`config.mk`:
```
export PLATFORM = sky130hd
export DESIGN_NAME = alignment_right_shifter
export DESIGN_NICKNAME = d
export VERILOG_FILES = /design/src/rtl/fpu_shift_pkg.sv /design/src/rtl/align_shift_stage.sv /design/src/rtl/alignment_right_shifter.sv
export SDC_FILE = /design/constraint.sdc
export NUM_CORES = 1
export LEC_CHECK = 0
export ABC_AREA = 1
export CAP_MARGIN = 20
export CORE_UTILIZATION = 35
export DETAILED_ROUTE_END_ITERATION = 6
export SYNTH_ARGS = -nofsm -noshare
export SYNTH_HDL_FRONTEND = slang
export SYNTH_SLANG_ARGS = --single-unit
```
`constraint.sdc`:
```
create_clock -name clk -period 4.02 [get_ports clk]
set_input_delay 0.402 -clock clk [delete_from_list [all_inputs] [get_ports clk]]
set_output_delay 0.402 -clock clk [all_outputs]
set_load 0.1 [all_outputs]
```
`src/rtl/fpu_shift_pkg.sv`:
```
// Shared widths and stage-register layout for the FPU alignment/denormalize shifter.
package fpu_shift_pkg;

    localparam int unsigned MANT_EXT_WIDTH       = 49;
    localparam int unsigned SHIFT_COUNT_WIDTH    = 6;
    localparam int unsigned SHIFT_TAG_WIDTH      = 8;
    localparam int unsigned RESIDUAL_COUNT_WIDTH = SHIFT_COUNT_WIDTH - 3;

    // One beat between shift stages: partially shifted operand, sticky so far,
    // the count bits still to be applied, and the opaque sideband.
    typedef struct packed {
        logic [MANT_EXT_WIDTH-1:0]       operand;
        logic                            sticky;
        logic [RESIDUAL_COUNT_WIDTH-1:0] count;
        logic [SHIFT_TAG_WIDTH-1:0]      tag;
    } shift_beat_t;

endpackage

```
`src/rtl/align_shift_stage.sv`:
```
// Combinational logarithmic right-shift slice: applies BASE_SHIFT << i for each set
// count bit i, OR-ing every bit that leaves the window into the sticky flag.
module align_shift_stage
    import fpu_shift_pkg::*;
#(
    parameter int unsigned WIDTH      = MANT_EXT_WIDTH,
    parameter int unsigned COUNT_BITS = 3,
    parameter int unsigned BASE_SHIFT = 1
) (
    input  logic [WIDTH-1:0]      value,
    input  logic                  sticky_in,
    input  logic [COUNT_BITS-1:0] count,
    output logic [WIDTH-1:0]      value_out,
    output logic                  sticky_out
);

    logic [WIDTH-1:0] shifted;
    logic [WIDTH-1:0] lost_mask;
    logic             sticky;

    // Steps wider than WIDTH need no special case: the mask becomes all ones and
    // the shift clears the value, which is exactly the saturation behaviour.
    always_comb begin
        shifted   = value;
        sticky    = sticky_in;
        lost_mask = '0;
        for (int unsigned i = 0; i < COUNT_BITS; i++) begin
            if (count[i]) begin
                lost_mask = ~({WIDTH{1'b1}} << (BASE_SHIFT << i));
                sticky    = sticky | (|(shifted & lost_mask));
                shifted   = shifted >> (BASE_SHIFT << i);
            end
        end
        value_out  = shifted;
        sticky_out = sticky;
    end

endmodule

```
`src/rtl/alignment_right_shifter.sv`:
```
// Two-stage pipelined right shifter with sticky generation and valid/ready on both
// sides; stage 1 shifts by count[2:0], stage 2 by count[5:3] with saturation.
module alignment_right_shifter
    import fpu_shift_pkg::*;
#(
    // Widths must match fpu_shift_pkg, which defines the stage register layout.
    parameter int unsigned WIDTH       = MANT_EXT_WIDTH,
    parameter int unsigned COUNT_WIDTH = SHIFT_COUNT_WIDTH,
    parameter int unsigned TAG_WIDTH   = SHIFT_TAG_WIDTH
) (
    input  logic                   clk,
    input  logic                   reset,
    input  logic                   in_valid,
    output logic                   in_ready,
    input  logic [COUNT_WIDTH-1:0] in_shift_count,
    input  logic [WIDTH-1:0]       in_operand,
    input  logic [TAG_WIDTH-1:0]   in_tag,
    output logic                   out_valid,
    input  logic                   out_ready,
    output logic [WIDTH-1:0]       out_result,
    output logic                   out_sticky,
    output logic [TAG_WIDTH-1:0]   out_tag
);

    shift_beat_t          s1;
    logic                 s1_valid;
    logic                 s2_valid;
    logic [WIDTH-1:0]     s2_result;
    logic                 s2_sticky;
    logic [TAG_WIDTH-1:0] s2_tag;

    logic                 s1_advance;
    logic                 s2_advance;
    logic [WIDTH-1:0]     fine_value;
    logic                 fine_sticky;
    logic [WIDTH-1:0]     coarse_value;
    logic                 coarse_sticky;

    align_shift_stage #(
        .WIDTH      (WIDTH),
        .COUNT_BITS (3),
        .BASE_SHIFT (1)
    ) u_fine_stage (
        .value      (in_operand),
        .sticky_in  (1'b0),
        .count      (in_shift_count[2:0]),
        .value_out  (fine_value),
        .sticky_out (fine_sticky)
    );

    align_shift_stage #(
        .WIDTH      (WIDTH),
        .COUNT_BITS (COUNT_WIDTH - 3),
        .BASE_SHIFT (8)
    ) u_coarse_stage (
        .value      (s1.operand),
        .sticky_in  (s1.sticky),
        .count      (s1.count),
        .value_out  (coarse_value),
        .sticky_out (coarse_sticky)
    );

    assign s2_advance = !s2_valid || out_ready;
    assign s1_advance = !s1_valid || s2_advance;
    assign in_ready   = s1_advance;

    always_ff @(posedge clk) begin
        if (reset) begin
            s1_valid  <= 1'b0;
            s2_valid  <= 1'b0;
            s1        <= '0;
            s2_result <= '0;
            s2_sticky <= 1'b0;
            s2_tag    <= '0;
        end else begin
            if (s2_advance) begin
                s2_valid <= s1_valid;
                if (s1_valid) begin
                    s2_result <= coarse_value;
                    s2_sticky <= coarse_sticky;
                    s2_tag    <= s1.tag;
                end
            end
            if (s1_advance) begin
                s1_valid <= in_valid;
                if (in_valid) begin
                    s1 <= '{operand: fine_value,
                           sticky:  fine_sticky,
                           count:   in_shift_count[COUNT_WIDTH-1:3],
                           tag:     in_tag};
                end
            end
        end
    end

    assign out_valid  = s2_valid;
    assign out_result = s2_result;
    assign out_sticky = s2_sticky;
    assign out_tag    = s2_tag;

endmodule

```
==> results of run 1 <==
-- final cells by class --
class,count,area share [%]
clock inverter,8,1.305
sequential,121,26.87
timing repair buffer,136,14.71
tap,270,3.748
clock buffer,23,5.414
inverter,87,3.706
multi-input combinational,868,44.24
-- how the worst max path moves through the flow --
| stage | startpoint | end | slack (ps) |
|---|---|---|---|
| after floorplan | out_valid$_SDFFE_PP0P_ | s1[12]$_SDFFE_PP0P_ | 1280 |
| after global placement | out_ready | s1[13]$_SDFFE_PP0P_ | 1350 |
| after detailed placement | out_ready | s1[15]$_SDFFE_PP0P_ | 1320 |
| after CTS | out_ready | in_ready | 1480 |
| after global routing | out_ready | in_ready | 1440 |
| final | out_ready | in_ready | 1490 |
-- worst min-delay path: cells and delay by family (launching register included) --
kind | cells | cell delay, ps
and+or+nand+nor | 1 | 60
AOI/OAI and AO/OA | 1 | 50
DFF | 1 | 300
-- metrics by stage --
step	utilization (%)	hold WS, ps	area, µm²
global route	44.69	486.8	9014
detailed placement	41.69	457.4	8408
finish	44.69	463.0	9014
CTS	44.69	466.1	9014
global placement	41.69	457.2	8408
floorplan	-	449.5	7193
-- placed cells by master (no fill, tap or decap) --
cell,n
o21ai_1,8
bufinv_16,3
o21ai_0,85
clkbuf_1,2
inv_4,1
inv_2,4
clkdlybuf4s50_1,124
clkbuf_16,17
mux2i_1,18
or2_2,1
o211ai_1,5
dfxtp_1,121
a22oi_1,43
nand2_1,428
nor2_4,2
nand3_1,112
clkbuf_8,4
inv_1,80
inv_6,1
nor2_2,2
nor3_1,1
clkinv_1,1
a21oi_1,52
buf_2,2
nand2_2,11
clkinvlp_4,1
o221ai_1,5
nand3_2,3
clkinv_2,4
buf_4,10
a32oi_1,1
a31oi_1,5
nand4_1,1
nor2_1,85
-- metal layers --
metal / share of wire (%) / global-route usage [%] / vias up
met3: 6.4 / 3.918 / 24
li1: - / - / 3885
met1: 51 / 31.17 / 3336
met4: 1.5 / 6.684 / 0
met2: 41 / 29.59 / 231
met5: 0 / 0 / -
-- flip-flops by register name, summed over array words and instances, names as in the netlist --
signal and flops:
out_result 49, out_valid 1, out_sticky 1, s1_valid 1, s1 61, out_tag 8
-- kinds of logic after synthesis --
kind of cell | count (synthesis) | synth area share [%]
AND/OR/NAND/NOR | 646 | 36.67
multiplexers | 18 | 2.505
AO/OA/AOI/OAI | 204 | 16.26
flip-flops | 121 | 33.68
buffers and inverters | 165 | 10.89
-- report_power, final --
group	total, mW	internal, mW	switching [mW]	leakage (nW)
combinational	0.835	0.263	0.572	2.79
sequential	1.33	1.27	0.0582	0.990
clock	1.56	1.03	0.529	0.299
total	3.72	2.56	1.16	4.08
==> impl_results.md, run 1 <==
* Status: complete, no violations
* Layout Area Growth over Synthesis at 25.31%
* DRT Pass-1 Iters at 6
* DR iter-0 viols at 600
* RSZ-0062 raised after global routing: false
* LEAKAGE at 4.075 nW
* Post-synthesis net count at 1221
* Ordered cell list for the critical path: clkdlybuf4s50_1, inv_1, nand3_2, clkdlybuf4s50_1
* Worst R2R Start: out_valid$_SDFFE_PP0P_
* MaxCap Viol Count at 0
* Gpl congestion at 0.8840
* Grt total ovfl at 0
* Worst r2r dst: s1[19]$_SDFFE_PP0P_
* Die Y at 145.4 µm
* Top cells by area, synth: dfxtp_1 34%, nand2_1 22%, nand3_1 7.8%
* Fillers at 2182
* Initial core utilization at 35.66%
* I/O pin count at 127
* Req. time, crit path at 3620 ps
* Startpoint Class: input pin
* Area leader, netlist: dfxtp_1
* Ys Warns at 0
* Die footprint at 21130 µm²
* Slew headroom at 29.34%
* Worst hold path depth at 2
* H-Tree Depth at 4
* Mapped Area at 7193 µm²
* Buf+Inv Stages, Crit Path at 3
* Multi-input logic area at 3988 µm²
* Register area at 2422 µm²
* Post-CTS setup buffers at 0
* Clock root buffer: clkbuf_16
* Final TNS setup at 0 ps
* Die width at 145.4 µm
* Antenna violations before repair at 0
* Max incr delay on CP at 1140 ps
* Synthesized instance count at 1154
* Sequential share of the synthesized area at 33.68%
* Num Clock Sinks at 121
* Final hold vios at 0
* Share of the synthesized area in the top cell type at 33.68%
* # nets final at 1298
* Post-DRT Antenna Nets at 0
* Avg WL per Cell at 14.25 µm
* Largest net degree at the start of global routing at 65
* CTS tree: built
* DRC viols at 0
* # diodes at 0
* Hold path endpoint: out_result[31]$_SDFFE_PP0P_
* Vias in the first global route at 6677
* HPWL after DPL at 15960 µm
* Critical-path top delay cell: clkdlybuf4s50_1
* Yosys cell types at 30
* Vias at 7476
* Most used DFF post-synth: dfxtp_1
* Post-CTS sizing at 0
* Final Max Slew Viols at 0
* Worst vdd ir at 0.2191 mV
* Global-route wire length before repair at 35090 µm
* Clock Skew at 8.411 ps
* Clk_lat worst skew at 420 ps
* Post-synthesis area per instance at 6.233 µm²
* I/O Buffers at 126
* Setup violators final at 0
* All-Layer GR Usage at 20.79%
* Crit Path Category: in -> out
* Fin crit share at 63.04%
* Post-synthesis register bit count at 121
* F_max at 394.6 MHz
* EDFF count, synth at 0
* Worst-path clk slew at 50 ps
* Count leader, synth: nand2_1
* Element type at the critical path end: output port
* R2R setup slack at 1830 ps
* Most frequent cells after synthesis: 428 x nand2_1, 121 x dfxtp_1, 112 x nand3_1, 85 x nor2_1, 85 x o21ai_0
* Cell count after placement at 1482
* CTS buffer count at 17
* Layout cells sized above 1 at 5.310%
* Worst-Margin Slew at 1058 ps
* Floorplan core area at 20170 µm²
* Worst path arrival time at 2130 ps
* Crit Path Max Fanout at 3
* Cts hold-fix bufs at 0
* WL final at 21560 µm
* Layout Cells excl Fill at 1513
* Tmin final at 2534 ps
* R2R cell count at 9
* Pwr Density at 412.9 nW/µm²
* WP depth at 4
* Class of the worst hold path: reg -> reg
* Total power at 3.722 mW
* Rows at 52
* Crit path top cell by count: clkdlybuf4s50_1
* PnR worst setup slack at 1486 ps
* Hold Crit Start: out_result[31]$_SDFFE_PP0P_
* Pre-CTS setup slack at 1318 ps
* Top Family by Delay on Critical Path: buffers and inverters
* Vias/cell at 4.941
* Asr flop ratio synth at 0%
* Clk buf depth at 2
No activity file was read; power rests on OpenSTA's default activity.
==> run 2: changes to the inputs <==
Clock period 4.02 ns to 2.18 ns, I/O delays scaled along.
==> run 2 against run 1 <==
  * Power increased by 82%
  * Register-to-register slack got worse by 1500 ps
  * Critical endpoint is now out_sticky$_SDFFE_PP0P_
  * Critical path type is now reg -> reg
  * Largest power group unchanged
  * Clock power increased by 78%
  * Via count increased by 1.7%
==> impl_results.md, run 2 (same netlist as run 1, synthesis figures left out) <==
* Status: complete, no violations
* Critical-path top delay cell: dfxtp_1
* Final Max Slew Viols at 0 (unchanged)
* Class of the worst hold path: in -> reg
* Sw frac at 32.16% (+1.0 points)
* Flop pwr share at 36.1% (+0.4 points)
* Most common cell after layout, fill and taps aside: nand2_1
* Avg WL per Cell at 14.33 µm (+0.60%)
* Crit path top cell by count: nand2_1
* Worst path arrival time at 2070 ps (-60 ps)
* Clock Skew at 19.93 ps (+11.51 ps)
* Power share of the clock group at 40.8% (-1.1 points)
* Worst r2r dst: out_sticky$_SDFFE_PP0P_
* Fin util at 44.89% (+0.20 points)
* Final TNS setup at 0 ps (unchanged)
* DRC viols at 0 (unchanged)
* Die width at 145.4 µm (unchanged)
* # diodes at 0 (unchanged)
* R2R cell count at 11 (+2)
* # nets final at 1306 (+0.62%)
* Tmin final at 1805 ps
* Max reg flops at 61 (unchanged)
* Gpl congestion at 0.8737 (-1.2%)
* Layout Area Growth over Synthesis at 25.88%
* Setup violators final at 0 (unchanged)
* Vias in the first global route at 6784 (+1.6%)
* Max incr delay on CP at 440 ps (-700 ps)
* R2R setup slack at 370 ps (-1460 ps)
* Crit Path Category: reg -> reg
* Req. time, crit path at 2450 ps (-1170 ps)
* Internal cell power at 4.608 mW (+80%)
* Startpoint Class: flop
* End point of the critical path: out_sticky$_SDFFE_PP0P_
* Final hold vios at 0 (unchanged)
* Post-CTS sizing at 0 (unchanged)
* Global-route wire length before repair at 35280 µm (+0.53%)
* Switching power total at 2.184 mW (+89%)
* Worst R2R Start: s1[8]$_SDFFE_PP0P_
* Post-DRT Antenna Nets at 0 (unchanged)
* Largest register by flop count: s1
* Element type at the critical path end: flop
* Die Y at 145.4 µm (unchanged)
* Die footprint at 21130 µm² (unchanged)
* HPWL after DPL at 16310 µm (+2.2%)
* LEAKAGE at 4.262 nW (+4.6%)
* Floorplan core area at 20170 µm² (unchanged)
* Slew headroom at 59.37% (+30 points)
* Largest net degree at the start of global routing at 58 (-11%)
* Layout cells sized above 1 at 11.02% (+5.7 points)
* All-Layer GR Usage at 20.99% (+0.20 points)
* Crit Path Max Fanout at 52 (+49)
* MaxCap Viol Count at 0 (unchanged)
* I/O pin count at 127 (unchanged)
* Post-CTS setup buffers at 0 (unchanged)
* Ordered cell list for the critical path: inv_6, nand2_1, nand3_1, nand2_1, nand2_1, nor2_1, nand2_1, nor2_1, nand2_1, nand2_1, a21oi_1
* DR iter-0 viols at 697 (+16%)
* Worst-Margin Slew at 609.4 ps (-449.0 ps)
* Clock root buffer: clkbuf_16
* Vias/cell at 4.993 (+1.1%)
* F_max at 553.9 MHz
* Gate power share at 23.1% (+0.7 points)
* RSZ-0062 raised after global routing: false
* H-Tree Depth at 4 (unchanged)
* CTS buffer count at 17 (unchanged)
* Fillers at 2196 (+0.64%)
* Vias at 7600 (+1.7%)
* WL final at 21810 µm (+1.2%)
* Worst-path clk slew at 50 ps (about the same)
* Crit. Startpoint: s1[8]$_SDFFE_PP0P_
* CTS tree: built
* Num Clock Sinks at 121 (unchanged)
* Clk_lat worst skew at 420 ps (about the same)
* I/O Buffers at 126 (unchanged)
* DRT Pass-1 Iters at 5 (-1)
* Grt total ovfl at 0 (unchanged)
* Clk buf depth at 2 (unchanged)
* Worst hold path depth at 4 (+2)
* Initial core utilization at 35.66% (unchanged)
* Rows at 52 (unchanged)
* Cts hold-fix bufs at 0 (unchanged)
* Most frequent cells in the layout: 428 x nand2_1, 120 x dfxtp_1, 112 x nand3_1, 85 x o21ai_0, 85 x nor2_1
* Pwr Density at 750.1 nW/µm² (+82%)
* Worst vdd ir at 0.4977 mV (+130%)
* Antenna violations before repair at 0 (unchanged)
* Fin crit share at 82.81%
[run 2: metrics by stage]
step | worst slack (ps) | power, mW | hold slack, ps | instance area [µm²] | std cells
floorplan | 155.6 | 3.609 | 368.2 | 7202 | 1154
global placement | 287.0 | 4.055 | 455.8 | 8464 | 1490
detailed placement | 285.0 | 4.062 | 458.3 | 8464 | 1490
CTS | 389.1 | 6.831 | 291.5 | 9055 | 1522
global route | 305.8 | 7.125 | 334.4 | 9055 | 1522
finish | 374.6 | 6.792 | 289.6 | 9055 | 1522
[run 2: worst min-delay path by stage]
stage / startpoint / end / slack, ps
after floorplan: in_shift_count[2] / s1[11]$_SDFFE_PP0P_ / 370
after global placement: out_result[26]$_SDFFE_PP0P_ / out_result[26]$_SDFFE_PP0P_ / 460
after detailed placement: out_result[26]$_SDFFE_PP0P_ / out_result[26]$_SDFFE_PP0P_ / 460
after CTS: reset / out_result[0]$_SDFFE_PP0P_ / 290
after global routing: reset / out_result[0]$_SDFFE_PP0P_ / 330
final: reset / out_result[0]$_SDFFE_PP0P_ / 290
[run 2: area by class of cell]
| class | count | area (µm²) | area share (%) |
|---|---|---|---|
| Multi-Input combinational cell | 868 | 3995 | 44.12 |
| Timing Repair Buffer | 144 | 1374 | 15.17 |
| Clock inverter | 12 | 123.9 | 1.368 |
| Inverter | 87 | 334.1 | 3.689 |
| Tap cell | 270 | 337.8 | 3.731 |
| Sequential cell | 121 | 2424 | 26.77 |
| Clock buffer | 20 | 466.7 | 5.154 |
[run 2: power groups by stage]
stage / sequential (mW) / clock, mW / combinational, mW
global placement: 2.50 / 0 / 1.56
floorplan: 2.75 / 0 / 0.854
finish: 2.45 / 2.77 / 1.57
CTS: 2.45 / 2.81 / 1.57
detailed placement: 2.50 / 0 / 1.57
global route: 2.47 / 2.93 / 1.73
[run 2: worst max-delay path: cells and delay by family (launching register included)]
kind            cells  cell delay [ps]
simple gates        9              960
flops               1              440
buf+inv             1              190
compound gates      1               60
[run 2: metal layers]
metal | up-vias | track usage, % | wire length [µm]
met5 | - | 0 | 0
met4 | 0 | 5.789 | 266
met3 | 19 | 4.859 | 1305
met2 | 235 | 30.38 | 9076
met1 | 3429 | 30.83 | 11170
li1 | 3917 | - | -
==> run 3: changes to the inputs <==
Clock period 2.18 ns to 1.89 ns, I/O delays scaled along.
==> run 3 against run 2 <==
  * Final cell count is 0.59% higher
  * Register-to-register slack lost 110 ps
  * Clock skew is 12 ps lower
  * Critical path type unchanged
==> impl_results.md, run 3 (same netlist as run 1, synthesis figures left out) <==
* # diodes at 0 (unchanged)
* Num Clock Sinks at 121 (unchanged)
* Vias at 7570 (-0.39%)
* Die width at 145.4 µm (unchanged)
* Layout cells sized above 1 at 11.42% (+0.40 points)
* HPWL after DPL at 16190 µm (-0.74%)
* Clk_lat worst skew at 420 ps (about the same)
* Floorplan core area at 20170 µm² (unchanged)
* Cts hold-fix bufs at 0 (unchanged)
* Final TNS setup at 0 ps (unchanged)
* I/O Buffers at 126 (unchanged)
* Worst path arrival time at 1900 ps (-170 ps)
* PnR worst setup slack at 269.6 ps (-105.0 ps)
* MaxCap Viol Count at 0 (unchanged)
* Largest register by flop count: s1
* Slew headroom at 61.07% (+1.7 points)
* Ordered cell list for the critical path: buf_4, nand3_1, nand2_1, nand2_1, nor2_1, nand2_1, nor2_1, nand2_1, nand2_1, a21oi_1
* Class of the worst hold path: in -> reg
* Pwr Density at 850.2 nW/µm² (+13%)
* Fillers at 2209 (+0.59%)
* Post-CTS sizing at 0 (unchanged)
* Antenna violations before repair at 0 (unchanged)
* Clock root buffer: clkbuf_16
* I/O pin count at 127 (unchanged)
* Final hold vios at 0 (unchanged)
* Most frequent cells in the layout: 428 x nand2_1, 119 x dfxtp_1, 112 x nand3_1, 85 x o21ai_0, 85 x nor2_1
* Die Y at 145.4 µm (unchanged)
* Total power at 7.782 mW (+15%)
* DRC viols at 0 (unchanged)
* RSZ-0062 raised after global routing: false
* Pre-CTS setup slack at 116.9 ps (-168.1 ps)
* Final Max Slew Viols at 0 (unchanged)
* # nets final at 1319 (+1.0%)
* Die footprint at 21130 µm² (unchanged)
* Worst-path clk slew at 50 ps (about the same)
* Max incr delay on CP at 460 ps (+20 ps)
* Largest net degree at the start of global routing at 58 (unchanged)
* Gpl congestion at 0.9326 (+6.7%)
* Element type at the critical path end: flop
* Max reg flops at 61 (unchanged)
* Register area at 2427 µm² (+0.16%)
* DRT Pass-1 Iters at 5 (unchanged)
* Most common cell after layout, fill and taps aside: nand2_1
* Critical-path top delay cell: dfxtp_1
* Crit Path Max Fanout at 13 (-75%)
* All-Layer GR Usage at 21.19% (+0.20 points)
* Vias/cell at 4.944 (-0.98%)
* Status: complete, no violations
* Grt total ovfl at 0 (unchanged)
* Startpoint Class: flop
* Global-route wire length before repair at 35540 µm (+0.74%)
* Vias in the first global route at 6813 (+0.43%)
* Fin crit share at 85.74% (+2.9 points)
* LEAKAGE at 4.331 nW (+1.6%)
* H-Tree Depth at 4 (unchanged)
* Crit Path Category: reg -> reg
* Req. time, crit path at 2170 ps (-280 ps)
* Worst-Margin Slew at 583.9 ps (-25.49 ps)
* Post-DRT Antenna Nets at 0 (unchanged)
* Setup violators final at 0 (unchanged)
* Crit path top cell by count: nand2_1
* CTS tree: built
* Avg WL per Cell at 14.21 µm (-0.87%)
* DR iter-0 viols at 630 (-9.6%)
* Tmin final at 1620 ps (-185.0 ps)
* Layout Area Growth over Synthesis at 27.26%
* Clk buf depth at 2 (unchanged)
* Fin util at 45.38% (+0.49 points)
* Initial core utilization at 35.66% (unchanged)
* Worst vdd ir at 0.3724 mV (-25%)
* Post-CTS setup buffers at 0 (unchanged)
* Rows at 52 (unchanged)
* F_max at 617.1 MHz (+11%)
* CTS buffer count at 17 (unchanged)
* Clock Skew at 7.472 ps (-12.45 ps)
* Multi-input logic area at 3995 µm² (unchanged)
* WL final at 21750 µm (-0.28%)
-- run 3: layer usage --
metal	GRT usage, %	vias up	share of wire, %
met1	30.80	3356	49
li1	-	3930	-
met5	0	-	0
met4	7.684	0	2.0
met3	4.514	30	6.5
met2	30.58	254	42
-- run 3: cell type report --
cell class,count,share of cell area [%]
well taps,270,3.691
flip-flops and latches,121,26.52
clock inverters,3,0.7108
clock buffers,25,5.413
inverters,87,3.677
multi-input cells,868,43.64
repair buffers,157,16.35
-- run 3: worst max-delay path, delay by kind of cell, from the launching register on --
kind                   cells  cell delay (ps)
AND/OR/NAND/NOR            8              720
flip-flops                 1              460
buffers and inverters      1              250
AO/OA/AOI/OAI              1               50
-- run 3: worst paths after layout --
check	depth (start not counted)	to	from	slack [ps]
setup / recovery	10	out_sticky$_SDFFE_PP0P_	s1[9]$_SDFFE_PP0P_	270
hold / removal	4	out_result[0]$_SDFFE_PP0P_	reset	210
setup reg to reg	10	out_sticky$_SDFFE_PP0P_	s1[9]$_SDFFE_PP0P_	270
hold reg to reg	2	out_result[24]$_SDFFE_PP0P_	out_result[24]$_SDFFE_PP0P_	470
-- run 3: metrics by stage --
stage               cell area, µm²  cells  hold slack [ps]
floorplan                     7204   1154            339.2
global placement              8589   1503            458.1
detailed placement            8589   1503            459.6
CTS                           9150   1531            210.7
global route                  9154   1531            255.4
finish                        9154   1531            211.1
-- run 3: where the power goes --
group / switching (mW) / internal (mW) / leakage (nW)
clock: 1.07 / 2.05 / 0.275
sequential: 0.136 / 2.70 / 0.991
combinational: 1.22 / 0.614 / 3.06
==> patch 1, RTL diff (settings of run 2) <==
Set the package constant `SHIFT_COUNT_WIDTH` to 12 (it was 6).
--- a/src/rtl/fpu_shift_pkg.sv
+++ b/src/rtl/fpu_shift_pkg.sv
@@ -3,5 +3,5 @@
 
     localparam int unsigned MANT_EXT_WIDTH       = 49;
-    localparam int unsigned SHIFT_COUNT_WIDTH    = 6;
+    localparam int unsigned SHIFT_COUNT_WIDTH    = 12;
     localparam int unsigned SHIFT_TAG_WIDTH      = 8;
     localparam int unsigned RESIDUAL_COUNT_WIDTH = SHIFT_COUNT_WIDTH - 3;
Interface: changed (resized in_shift_count); port bits go from 127 to 133. No check against the original RTL was run, so the function may have changed too.
==> patch 1 against run 2 <==
- final area is 12% higher
- first-iteration DRC count grew 16%
- setup slack got worse by 0.21 ns
- sequential cell count grew 6
- die area is 11% higher
- synthesized cell count is 14% higher
- area after synthesis grew 11%
- clock skew shrank 0.0090 ns
- combinational power up 13%
- critical path depth up 5
- routed wire length up 31%
- power rose by 6.9%
- sequential power is 4% higher
- critical endpoint unchanged
==> patch 1: results (changes against run 2) <==
Run status
  • Status: complete, no violations

Place
  • Setup WS pre-CTS: 0.190 ns (-0.0950 ns)
  • Quantity of I/O buffers inserted on ports: 132 (+4.8%)

Cells and area
  • Max FFs per register: 67 (+9.8%)
  • Final nets: 1491 (+14%)
  • Proportion of layout cells with a drive suffix above 1: 0.110 (-0.000510)
  • Finished Layout Cells: 1711 (+12%)

GRT
  • Gr usage total: 0.250 (+0.0402)
  • Met2 Use GR: 0.415 (+0.111)
  • Met3 GRT Util: 0.0448 (-0.00379)
  • GR Util met1: 0.335 (+0.0265)

Detailed routing
  • WL met2: 13.2 mm (+46%)
  • Initial DRC Count: 809 (+16%)
  • Wire per inst: 16.7 um (+17%)
  • DR WL met3: 1.65 mm (+27%)
  • M1 WL: 13.3 mm (+19%)

Yosys
  • Syn Area/Cell: 6.09 um^2 (-2.2%)
  • Mapped Nets: 1386 (+14%)
  • Post-synth cell types: 33 (+10%)
  • Top post-synthesis cells by count: nand2_1, nand3_1, dfxtp_1, nor2_1, inv_1
  • Seq/Total Area, Yosys: 0.318 (-0.0190)

STA
  • Tmin final: 2.02 ns (+0.215 ns)
  • Worst Hold Margin: 0.407 ns (+0.117 ns)
  • Worst-Margin Slew: 0.655 ns (+0.0457 ns)
  • Final Skew: 0.0110 ns (-0.00896 ns)

Setup path
  • CP peak stage delay: 0.37 ns (-0.07 ns)
  • Reg2reg setup slack: 0.16 ns (-0.21 ns)
  • Data arrival time of the worst path: 2.35 ns (+0.28 ns)
  • CP max stage cell: dfxtp_2
  • Critical path fanouts, max: 17 (-67%)
  • Cells on worst reg2reg path: 16 (+5)

Power and ir drop
  • Leakage power: 4.77 nW (+12%)

Min path
  • WHS Endpoint: out_result[44]$_SDFFE_PP0P_
  • Hold Path Stages: 3 (-1)

Clocking
  • Clock-pin transition on the worst setup and hold timing paths: 0.07 ns (+0.02 ns)
patch 1: cell families (layout without fill, tap and decap cells):
family / after synthesis / after routing / synth area share
simple gates: 794 / 794 / 0.416
buf+inv: 177 / 295 / 0.0948
mux: 37 / 37 / 0.0463
flops: 127 / 127 / 0.318
compound gates: 178 / 178 / 0.125
patch 1: power by group:
group          total (mW)  internal (mW)  switching [mW]
clock network        2.92           1.64            1.29
logic                1.78          0.615            1.17
registers            2.56           2.44           0.122
patch 1: layout make-up:
class / instances / area [um^2]
repair buffers: 170 / 1600
clock buffers: 17 / 425
fillers: 2369 / 11900
inverters: 93 / 354
clock inverters: 15 / 170
flip-flops and latches: 127 / 2550
multi-input cells: 1009 / 4710
well taps: 280 / 350
patch 1: repair_timing:
action                                  in CTS  in global routing
gates resized for setup                      0                  2
endpoints found under the hold margin        0                  0
endpoints found under the setup margin       0                  1
patch 1: worst min-delay path, stage by stage:
cell	delay (ns)
buf_2	0.11
buf_4	0.30
nor2_1	0.15
==> patch 2, RTL diff (flow settings as in run 2) <==
Without the edit above. Reset style: asynchronous (`reset`), changed in one clocked block.
--- a/src/rtl/alignment_right_shifter.sv
+++ b/src/rtl/alignment_right_shifter.sv
@@ -65,5 +65,5 @@
     assign in_ready   = s1_advance;
 
-    always_ff @(posedge clk) begin
+    always_ff @(posedge clk or posedge reset) begin
         if (reset) begin
             s1_valid  <= 1'b0;
Check against the original RTL: differs if reset is asserted again (counterexample within 4 cycles, from zero or initial values and one cycle with reset high); with reset held inactive, the same outputs for 4 cycles.
==> patch 2 against run 2 <==
- final area fell by 0.82%
- final cell count fell by 13%
- sequential cell count did not move
- setup slack barely moved
- global-route usage fell by 0.17 points
- clock skew fell by 0.011 ns
- routed wire length fell by 6.2%
- area after synthesis fell by 3.6%
- critical path type unchanged
- highest routed layer unchanged
Power is not compared: it rests on default switching activity, and its combinational part moved more than twofold at a synthesized area within 25%.
==> patch 2: results (changes against run 2) <==
Yosys
  • Synth top area cells: dfrtp_1, nand2_1, o221ai_1
  • Synth Area in Compound Gates: 0.135 (-0.0280)
  • Post-synth cell types: 27 (-10%)
  • Synth warnings: 0 (unchanged)
  • Synth Area in XOR/XNOR: 0 (unchanged)
  • Top post-synthesis cells by count: nand2_1, dfrtp_1, nand3_1, o21ai_0, o221ai_1
  • Seq/Total Area, Yosys: 0.437 (+0.0999)
  • Post-synthesis mux area share: 0.0606 (+0.0356)
  • Ys async rst share: 1.00 (+1.00)
  • Top-area cell type share of the netlist area: 0.437 (+0.0999)
  • Mapped Nets: 996 (-18%)
  • Most used DFF post-synth: dfrtp_1

Detailed routing
  • DR WL met3: 1.23 mm (-5.7%)
  • Initial DRC Count: 538 (-23%)
  • Top Layer Used: met4
  • Initial DRT Pass Iterations: 5 (unchanged)
  • Post-Route WL: 20.5 mm (-6.2%)
  • M1 WL: 10.2 mm (-8.7%)
  • WL met2: 8.51 mm (-6.3%)
  • Vias per cell: 5.15 (+3.1%)

GRT
  • Largest net degree at the start of global routing: 64 (+10%)
  • Gr usage total: 0.208 (-0.00173)
  • First-pass GRT wire length: 32.6 mm (-7.7%)
  • Number of global-route vias before repair: 6122 (-9.8%)
  • Initial antenna violation count: 0 (unchanged)

Clocking
  • Worst-case clock buffer depth: 2 (unchanged)
  • TritonCTS Buffers: 17 (unchanged)
  • H-tree depth: 4 (unchanged)
  • CTS-repair resized insts: 0 (unchanged)
  • Root buffer cell: clkbuf_16

Run status
  • Status: complete, no violations

Setup path
  • Data arrival time of the worst path: 2.10 ns (+0.03 ns)
  • Critical path fanouts, max: 17 (-67%)

Place
  • Placer Congestion: 0.924 (+5.7%)
  • Final HPWL from detailed placement: 15.3 mm (-6.0%)
  • Setup WS pre-CTS: 0.182 ns (-0.103 ns)
  • Post-DP Area: 8380 um^2 (-0.98%)

Min path
  • Hold crit path type: input port to asynchronous set/reset pin

Power and ir drop
  • Leakage power: 4.41 nW
  • Peak VDD IR: 0.543 mV

STA
  • Final Skew: 0.00914 ns (-0.0108 ns)
  • Worst-Margin Slew: 0.734 ns (+0.125 ns)

Cells and area
  • Top reg by flops: s1
  • Fill count: 1978 (-9.9%)
  • Max FFs per register: 61 (unchanged)
  • Proportion of layout cells with a drive suffix above 1: 0.122 (+0.0114)
  • Final nets: 1106 (-15%)
## patch 2: cell count changes after synthesis, sizes merged, moves of 45 or more
cell,change
a21oi,-48
dfrtp,+121
dfxtp,-121
inv,-59
nand3,-45
nor2,-65
o221ai,+53
## patch 2: metrics by stage
step	utilization	std cells
CTS	0.461	1317
finish	0.461	1317
detailed placement	0.431	1285
floorplan	-	929
global route	0.461	1317
global placement	0.431	1285
## patch 2: per-layer routing
layer,track usage,vias up
li1,-,3348
met3,0.0352,30
met1,0.312,3144
met4,0.0877,0
met2,0.291,256
met5,0,-
## patch 2: area by class of cell
cell class / count / area [um^2] / share of cell area
clock inverter: 8 / 118 / 0.0131
sequential: 121 / 3030 / 0.337
multi-input combinational: 717 / 3490 / 0.389
tap: 265 / 332 / 0.0369
clock buffer: 24 / 482 / 0.0536
timing repair buffer: 155 / 1420 / 0.159
inverter: 27 / 108 / 0.0120
## patch 2: worst max-delay path, stage by stage (launching register included)
cell and delay (ns):
dfrtp_1 0.41, inv_4 0.11, buf_4 0.20, nand2_1 0.09, nand3_1 0.12, nand2_1 0.19, nand2_1 0.07, nor2_1 0.09
nand2_1 0.07, nor2_1 0.11, nand2_1 0.11, nand2_1 0.09, a21oi_1 0.06
## patch 2: cells by family (layout without fill, tap and decap cells)
logic type             count (synthesis)  in the layout
and+or+nand+nor                      536            536
buffers and inverters                 91            214
DFF                                  121            121
AOI/OAI and AO/OA                    139            139
muxes                                 42             42
## patch 2: worst paths after layout
kind | start | endpoint | slack (ns) | cells after the start
setup / recovery | s1[8]$_DFFE_PP0P_ | out_sticky$_DFFE_PP0P_ | 0.37 | 12
hold / removal | reset | out_tag[3]$_DFFE_PP0P_ | 0.14 | 2
setup reg to reg | s1[8]$_DFFE_PP0P_ | out_sticky$_DFFE_PP0P_ | 0.37 | 12
hold reg to reg | s1[7]$_DFFE_PP0P_ | out_tag[7]$_DFFE_PP0P_ | 0.47 | 2
max in group asynchronous | reset | out_result[19]$_DFFE_PP0P_ | 1.34 | 3
min in group clk | in_tag[7] | s1[7]$_DFFE_PP0P_ | 0.35 | 3
## patch 2: report_power, final
group,internal (mW),switching [mW],total (mW),leakage [nW]
Clock,1.88,0.949,2.83,0.294
Sequential,2.77,0.429,3.20,1.52
Combinational,1.19,3.81,5.01,2.59
